$ cat config.mk
export PLATFORM = sky130hd
export DESIGN_NAME = axis_store_forward_fifo
export DESIGN_NICKNAME = d
export VERILOG_FILES = /design/src/rtl/axis_store_forward_fifo.sv
export SDC_FILE = /design/constraint.sdc
export NUM_CORES = 1
export LEC_CHECK = 0
export BUFFER_PORTS_ARGS = -buffer_cell sky130_fd_sc_hd__buf_2
export CORE_MARGIN = 1
export CORE_UTILIZATION = 40
export CTS_CLUSTER_DIAMETER = 200
export DETAILED_ROUTE_END_ITERATION = 12
export PLACE_DENSITY = 0.57
export SETUP_SLACK_MARGIN = 0.15
export SKIP_LAST_GASP = 1
export SLEW_MARGIN = 20
export SYNTH_ARGS = -nofsm -noshare
export SYNTH_HDL_FRONTEND = slang
export SYNTH_SLANG_ARGS = --single-unit
$ cat constraint.sdc
create_clock -name aclk -period 3.6 [get_ports aclk]
set_clock_uncertainty 0.05 [all_clocks]
set_input_delay 0.18 -clock aclk [delete_from_list [all_inputs] [get_ports aclk]]
set_output_delay 0.18 -clock aclk [all_outputs]
set_load 0.05 [all_outputs]
$ cat src/rtl/axis_store_forward_fifo.sv
// Store-and-forward AXI-stream frame buffer: a frame becomes visible downstream only once its
// tlast beat is stored; frames longer than the buffer are discarded whole and flagged on drop.
`timescale 1ns/1ps

module axis_store_forward_fifo #(
   parameter int DSIZE = 8,
   parameter int DEPTH = 16
) (
   input  logic                  aclk,
   input  logic                  areset,
   input  logic [DSIZE-1:0]      s_tdata,
   input  logic                  s_tvalid,
   input  logic                  s_tlast,
   output logic                  s_tready,
   output logic [DSIZE-1:0]      m_tdata,
   output logic                  m_tvalid,
   output logic                  m_tlast,
   input  logic                  m_tready,
   output logic [$clog2(DEPTH):0] frame_cnt,
   output logic                  drop
);

   localparam int AW = $clog2(DEPTH);
   localparam logic [AW:0] PTR_ONE  = (AW+1)'(1);
   localparam logic [AW:0] PTR_FULL = (AW+1)'(DEPTH);

   typedef enum logic {
      ST_ACCEPT,
      ST_DROP
   } state_t;

   logic [DSIZE:0] mem [DEPTH];

   state_t      state_q, state_d;
   logic [AW:0] wr_ptr_q, wr_ptr_d;
   logic [AW:0] wr_cmt_q, wr_cmt_d;
   logic [AW:0] rd_ptr_q, rd_ptr_d;
   logic [AW:0] frame_cnt_q, frame_cnt_d;
   logic        drop_q, drop_d;

   logic full;
   logic overflow;
   logic wr_hs;
   logic rd_hs;
   logic mem_we;
   logic commit;
   logic rd_last;

   // Full with nothing committed behind rd_ptr means one frame owns the whole buffer.
   assign full     = (wr_ptr_q - rd_ptr_q) == PTR_FULL;
   assign overflow = (state_q == ST_ACCEPT) && full && (rd_ptr_q == wr_cmt_q);

   assign s_tready = !areset && ((state_q == ST_DROP) || !full);
   assign m_tvalid = rd_ptr_q != wr_cmt_q;
   assign {m_tlast, m_tdata} = mem[rd_ptr_q[AW-1:0]];
   assign frame_cnt = frame_cnt_q;
   assign drop      = drop_q;

   assign wr_hs   = s_tvalid && s_tready;
   assign rd_hs   = m_tvalid && m_tready;
   assign mem_we  = (state_q == ST_ACCEPT) && wr_hs;
   assign commit  = mem_we && s_tlast;
   assign rd_last = rd_hs && m_tlast;

   always_comb begin
      state_d     = state_q;
      wr_ptr_d    = wr_ptr_q;
      wr_cmt_d    = wr_cmt_q;
      rd_ptr_d    = rd_ptr_q;
      frame_cnt_d = frame_cnt_q;
      drop_d      = 1'b0;

      case (state_q)
         ST_ACCEPT: begin
            if (overflow) begin
               wr_ptr_d = wr_cmt_q;
               drop_d   = 1'b1;
               state_d  = ST_DROP;
            end else if (wr_hs) begin
               wr_ptr_d = wr_ptr_q + PTR_ONE;
               if (s_tlast) begin
                  wr_cmt_d = wr_ptr_q + PTR_ONE;
               end
            end
         end
         ST_DROP: begin
            if (wr_hs && s_tlast) begin
               state_d = ST_ACCEPT;
            end
         end
         default: state_d = ST_ACCEPT;
      endcase

      if (rd_hs) begin
         rd_ptr_d = rd_ptr_q + PTR_ONE;
      end

      if (commit && !rd_last) begin
         frame_cnt_d = frame_cnt_q + PTR_ONE;
      end else if (!commit && rd_last) begin
         frame_cnt_d = frame_cnt_q - PTR_ONE;
      end
   end

   always_ff @(posedge aclk or posedge areset) begin
      if (areset) begin
         state_q     <= ST_ACCEPT;
         wr_ptr_q    <= '0;
         wr_cmt_q    <= '0;
         rd_ptr_q    <= '0;
         frame_cnt_q <= '0;
         drop_q      <= 1'b0;
      end else begin
         state_q     <= state_d;
         wr_ptr_q    <= wr_ptr_d;
         wr_cmt_q    <= wr_cmt_d;
         rd_ptr_q    <= rd_ptr_d;
         frame_cnt_q <= frame_cnt_d;
         drop_q      <= drop_d;
      end
   end

   // Storage carries no reset; contents are only observable behind committed pointers.
   always_ff @(posedge aclk) begin
      if (mem_we) begin
         mem[wr_ptr_q[AW-1:0]] <= {s_tlast, s_tdata};
      end
   end

endmodule

==> metrics.log <==
INFO  metric run_status = complete, no violations
INFO  metric grt_start_max_net_pins = 24
INFO  metric grt_pass1_wl = 22400 um
INFO  metric async_reset_ff_share = between 10% and 20%
INFO  metric synth_top_flop_cell = edfxtp_1
INFO  metric synth_xor_xnor_area_share = under 10%
INFO  metric synthesis.area_per_instance = slightly below 20 um^2
INFO  metric max-slew-margin-rel = a little over half
INFO  metric holdPathStages = 3
INFO  metric finalHoldViolCount = 0
INFO  metric floorplan.die_area = between 0.015 and 0.02 mm^2
INFO  metric crit_type = reg -> reg
INFO  metric critical_path_required_time = approximately 4 ns
INFO  metric first_global_vias = 3758
INFO  metric initial_core_util = roughly two fifths
INFO  metric layout-drive-gt1-share = roughly 34%
INFO  metric nets = between 400 and 500
INFO  metric worst_hold_path.endpoint = state_q
INFO  metric synth.net_count = 388
INFO  metric maxCapViolations = 0
INFO  metric ir_worst_vdd = slightly above 0.0004 V
INFO  metric p_sw = roughly 0.0024 W
INFO  metric power.share.sequential = 36.2%
INFO  metric multiInputGateArea = between 0.002 and 0.0025 mm^2
INFO  metric p_int = 0.00440 W
INFO  metric synth_top_family_by_area = multiplexers
INFO  metric layout.cell_area.non_filler = about 0.0081 mm^2
INFO  metric antenna_found_initial = 0
INFO  metric start_kind = flop
INFO  metric critical_path.slowest_cell = dfrtp_2
INFO  metric worst-r2r-setup-slack = between 0.2 and 0.3 ns
INFO  metric row_count = 47
INFO  metric synth_cell_type_count = 45
INFO  metric vias = 3530
INFO  metric yosysMostFrequentCell = edfxtp_1
INFO  metric cts_num_sinks = approximately 170
INFO  metric placement.cell_area = around 0.0075 mm^2
INFO  metric path_cells = inv_1 -> ha_1 -> inv_1 -> o311ai_4 -> a211o_4 -> nand3_2 -> inv_4 -> ha_2 -> inv_1 -> ha_1 -> nor2b_1 -> o21a_1 -> or3_1 -> a21oi_1 -> xor2_1
INFO  metric drc_errors = 0
INFO  metric pwr-share-comb = about 39%
INFO  metric die_height = roughly 130 um
INFO  metric r2r-start = wr_ptr_q[0]
INFO  metric worst_r2r_endpoint = frame_cnt[4]
INFO  metric post-route-period-util = between 90% and 100%
INFO  metric global_route.overflow_total = 0
INFO  metric average_wire_per_standard_cell = roughly 22 um
INFO  metric num_io_pins = 30
INFO  metric cts_buffer_count = 17
INFO  metric synth.mux.area_fraction = 15.4%
INFO  metric post_drt_antenna_nets = 0
INFO  metric gate_count_post_synth = around 360
INFO  metric yosys.area_share.adder = around 2.6%
INFO  metric route.detailed.vias_per_inst = 5.46
INFO  metric timing.reg2reg.worst_path_depth = 15
INFO  metric crit_fanout = 6
INFO  metric clock_tree.root_cell = clkbuf_16
INFO  metric worst_hold_path_type = in -> reg
INFO  metric synth.top_cell.area_share = 61.9%
INFO  metric synth-seq-cells = between 150 and 200
INFO  metric post-dp-hpwl = around 9400 um
INFO  metric synth-edff-count = roughly 140
INFO  metric timing.critical_path.arrival = 3.60 ns
INFO  metric detailedRoute.firstIterationViolations = 253
INFO  metric worst_skew_pair.late_latency = approximately 0.43 ns
INFO  metric holdCritStartpoint = s_tvalid
INFO  metric share_clk_of_total_power = between 20% and 30%
INFO  metric synth_to_layout_area_growth = 16.1%
INFO  metric yosysTopAreaCell = edfxtp_1
INFO  metric gp_congestion = about 0.79
INFO  metric synth_simple_gate_area_share = under 10%
INFO  metric clock_input_transition_at_the_sequential_cells_of_the_worst_setup_and_hold_paths = 0.07 ns
INFO  metric critPathMaxStageDelay = ~0.45 ns
INFO  metric critical_path.most_common_cell = inv_1
INFO  metric finalCoreUtilization = 48.2%
INFO  metric fillerInstances = roughly 1400
INFO  metric finalCriticalPeriod = between 3 and 4 ns
INFO  metric timing.final.setup_violations = 0
INFO  metric max_freq = between 300 and 400 MHz
INFO  metric leakage = approximately 2.8 nW
INFO  metric regArea = 0.00488 mm^2
INFO  metric synth_seq_area_share = 69.8%
INFO  metric grt_setup_unrepaired = false
INFO  metric maxSlewViolCount = 0
INFO  metric powerDensity = 840 mW/mm^2
INFO  metric coreArea = 0.0168 mm^2
INFO  metric routed_wl = about 14000 um
INFO  metric buffers_on_ports = 29
INFO  metric ctsHtreeMaxLevel = 4
INFO  metric setup_tns = 0 ns
INFO  metric fin_worst_hold_slack = between 0.02 and 0.025 ns
INFO  metric post_synth_main_area_contributors = edfxtp_1 (62%), mux4_2 (14%), dfrtp_1 (7.9%)
INFO  metric worst-slew-pin-transition = 0.714 ns
INFO  metric cts_max_path_buffers = 2
INFO  metric grt_usage = roughly 18%
INFO  metric antennaDiodeCount = 0
INFO  metric cts_tree = built
INFO  metric yosys_warnings = 0
INFO  metric endpoint_kind = flop
INFO  metric fp.dieW = 134 um
INFO  metric swShare = 35.3%
INFO  metric mappedNetlistArea = approximately 0.007 mm^2
INFO  metric drt_first_pass_iters = 4
INFO  metric synthTopCellsByCount = edfxtp_1 (144), mux4_2 (44), dfrtp_1 (22)
INFO  metric compound_cell_area_share_of_the_yosys_netlist = 2.35%
[final cells by class]
cell class	instances	area share, %
clock buffer	21	5.43
clock inverter	10	1.30
inverter	16	0.772
multi-input combinational	161	24.9
sequential	166	60.2
tap	220	3.40
timing repair buffer	52	3.95
[critical path: cells and delay by family, from the launching register on]
kind,cells,cell delay (ns)
flops,1,0.45
fa+ha+maj,3,0.71
compound gates,4,0.88
xor+xnor,1,0.15
simple gates,3,0.56
buf+inv,4,0.40
[placed cells by master, fill, tap and decap left out, types with 2 or more instances in the layout]
master and n:
a21o_1 2, a21oi_1 4, a221o_1 3, and2_1 2, and3_1 2, and4_1 10
and4_2 6, buf_2 29, buf_4 22, bufinv_16 2, clkbuf_1 4, clkbuf_16 17
clkinv_1 4, dfrtp_1 19, dfrtp_2 2, edfxtp_1 144, ha_1 12, inv_1 14
mux2_2 3, mux2i_1 5, mux4_2 44, nand2_1 10, nand3_1 4, nand3_2 2
nand3b_1 2, nand4_1 2, nor2_1 6, nor3_1 2, o21ai_0 4, xnor2_1 6
xor2_1 11
[worst max-delay path by stage]
stage / from / endpoint / slack [ns] / depth (start not counted)
after global placement: rd_ptr_q[0] / frame_cnt[4] / 0.22 / 14
after floorplan: rd_ptr_q[1] / frame_cnt[4] / 0.16 / 17
final: wr_ptr_q[0] / frame_cnt[4] / 0.30 / 15
after CTS: rd_ptr_q[0] / frame_cnt[4] / 0.17 / 14
after detailed placement: rd_ptr_q[0] / frame_cnt[4] / 0.06 / 14
after global routing: wr_ptr_q[0] / frame_cnt[4] / 0.13 / 15
[routing by layer]
layer / routed length (um) / up-vias / GRT usage (%)
met2: 7180 / 86 / 28.4
met3: 607 / 26 / 3.85
li1: - / 1563 / -
met1: 6180 / 1855 / 23.2
met4: 385 / 0 / 7.68
met5: 0 / - / 0
[sequential cells by signal (all words and copies together) (netlist names)]
signal	cells
wr_ptr_q	5
drop	1
mem	144
rd_ptr_q	5
state_q	1
wr_cmt_q	5
frame_cnt	5
[cell families (layout without fill, tap and decap cells)]
family,Yosys count,after routing
adder cells (fa/ha/maj),14,14
multiplexers,52,52
buffers and inverters,34,99
AND/OR/NAND/NOR,55,55
flip-flops,166,166
XOR/XNOR,19,19
AO/OA/AOI/OAI,21,21
[power by group through the flow]
stage,combinational (W),sequential [W],clock [W]
final,0.00265,0.00246,0.00170
after global routing,0.00286,0.00249,0.00181
after CTS,0.00262,0.00247,0.00173
after detailed placement,0.00260,0.00251,0
after global placement,0.00257,0.00250,0
after floorplan,0.00195,0.00252,0
[per-stage QoR]
stage	instances	setup slack, ns	power, W
after floorplan	361	0.164	0.00447
after global placement	612	0.217	0.00507
after detailed placement	612	0.0618	0.00510
after CTS	644	0.174	0.00683
after global routing	646	0.133	0.00716
final	646	0.298	0.00681
[what timing repair did]
item	4_1_cts	5_1_grt
pin swaps	0	1
hold endpoints to repair	22	0
setup endpoints to repair	1	1
gates resized for setup	3	7
cloned	0	0
setup buffers	0	2
hold buffers	1	0
Power figures use the tool's default switching activity.
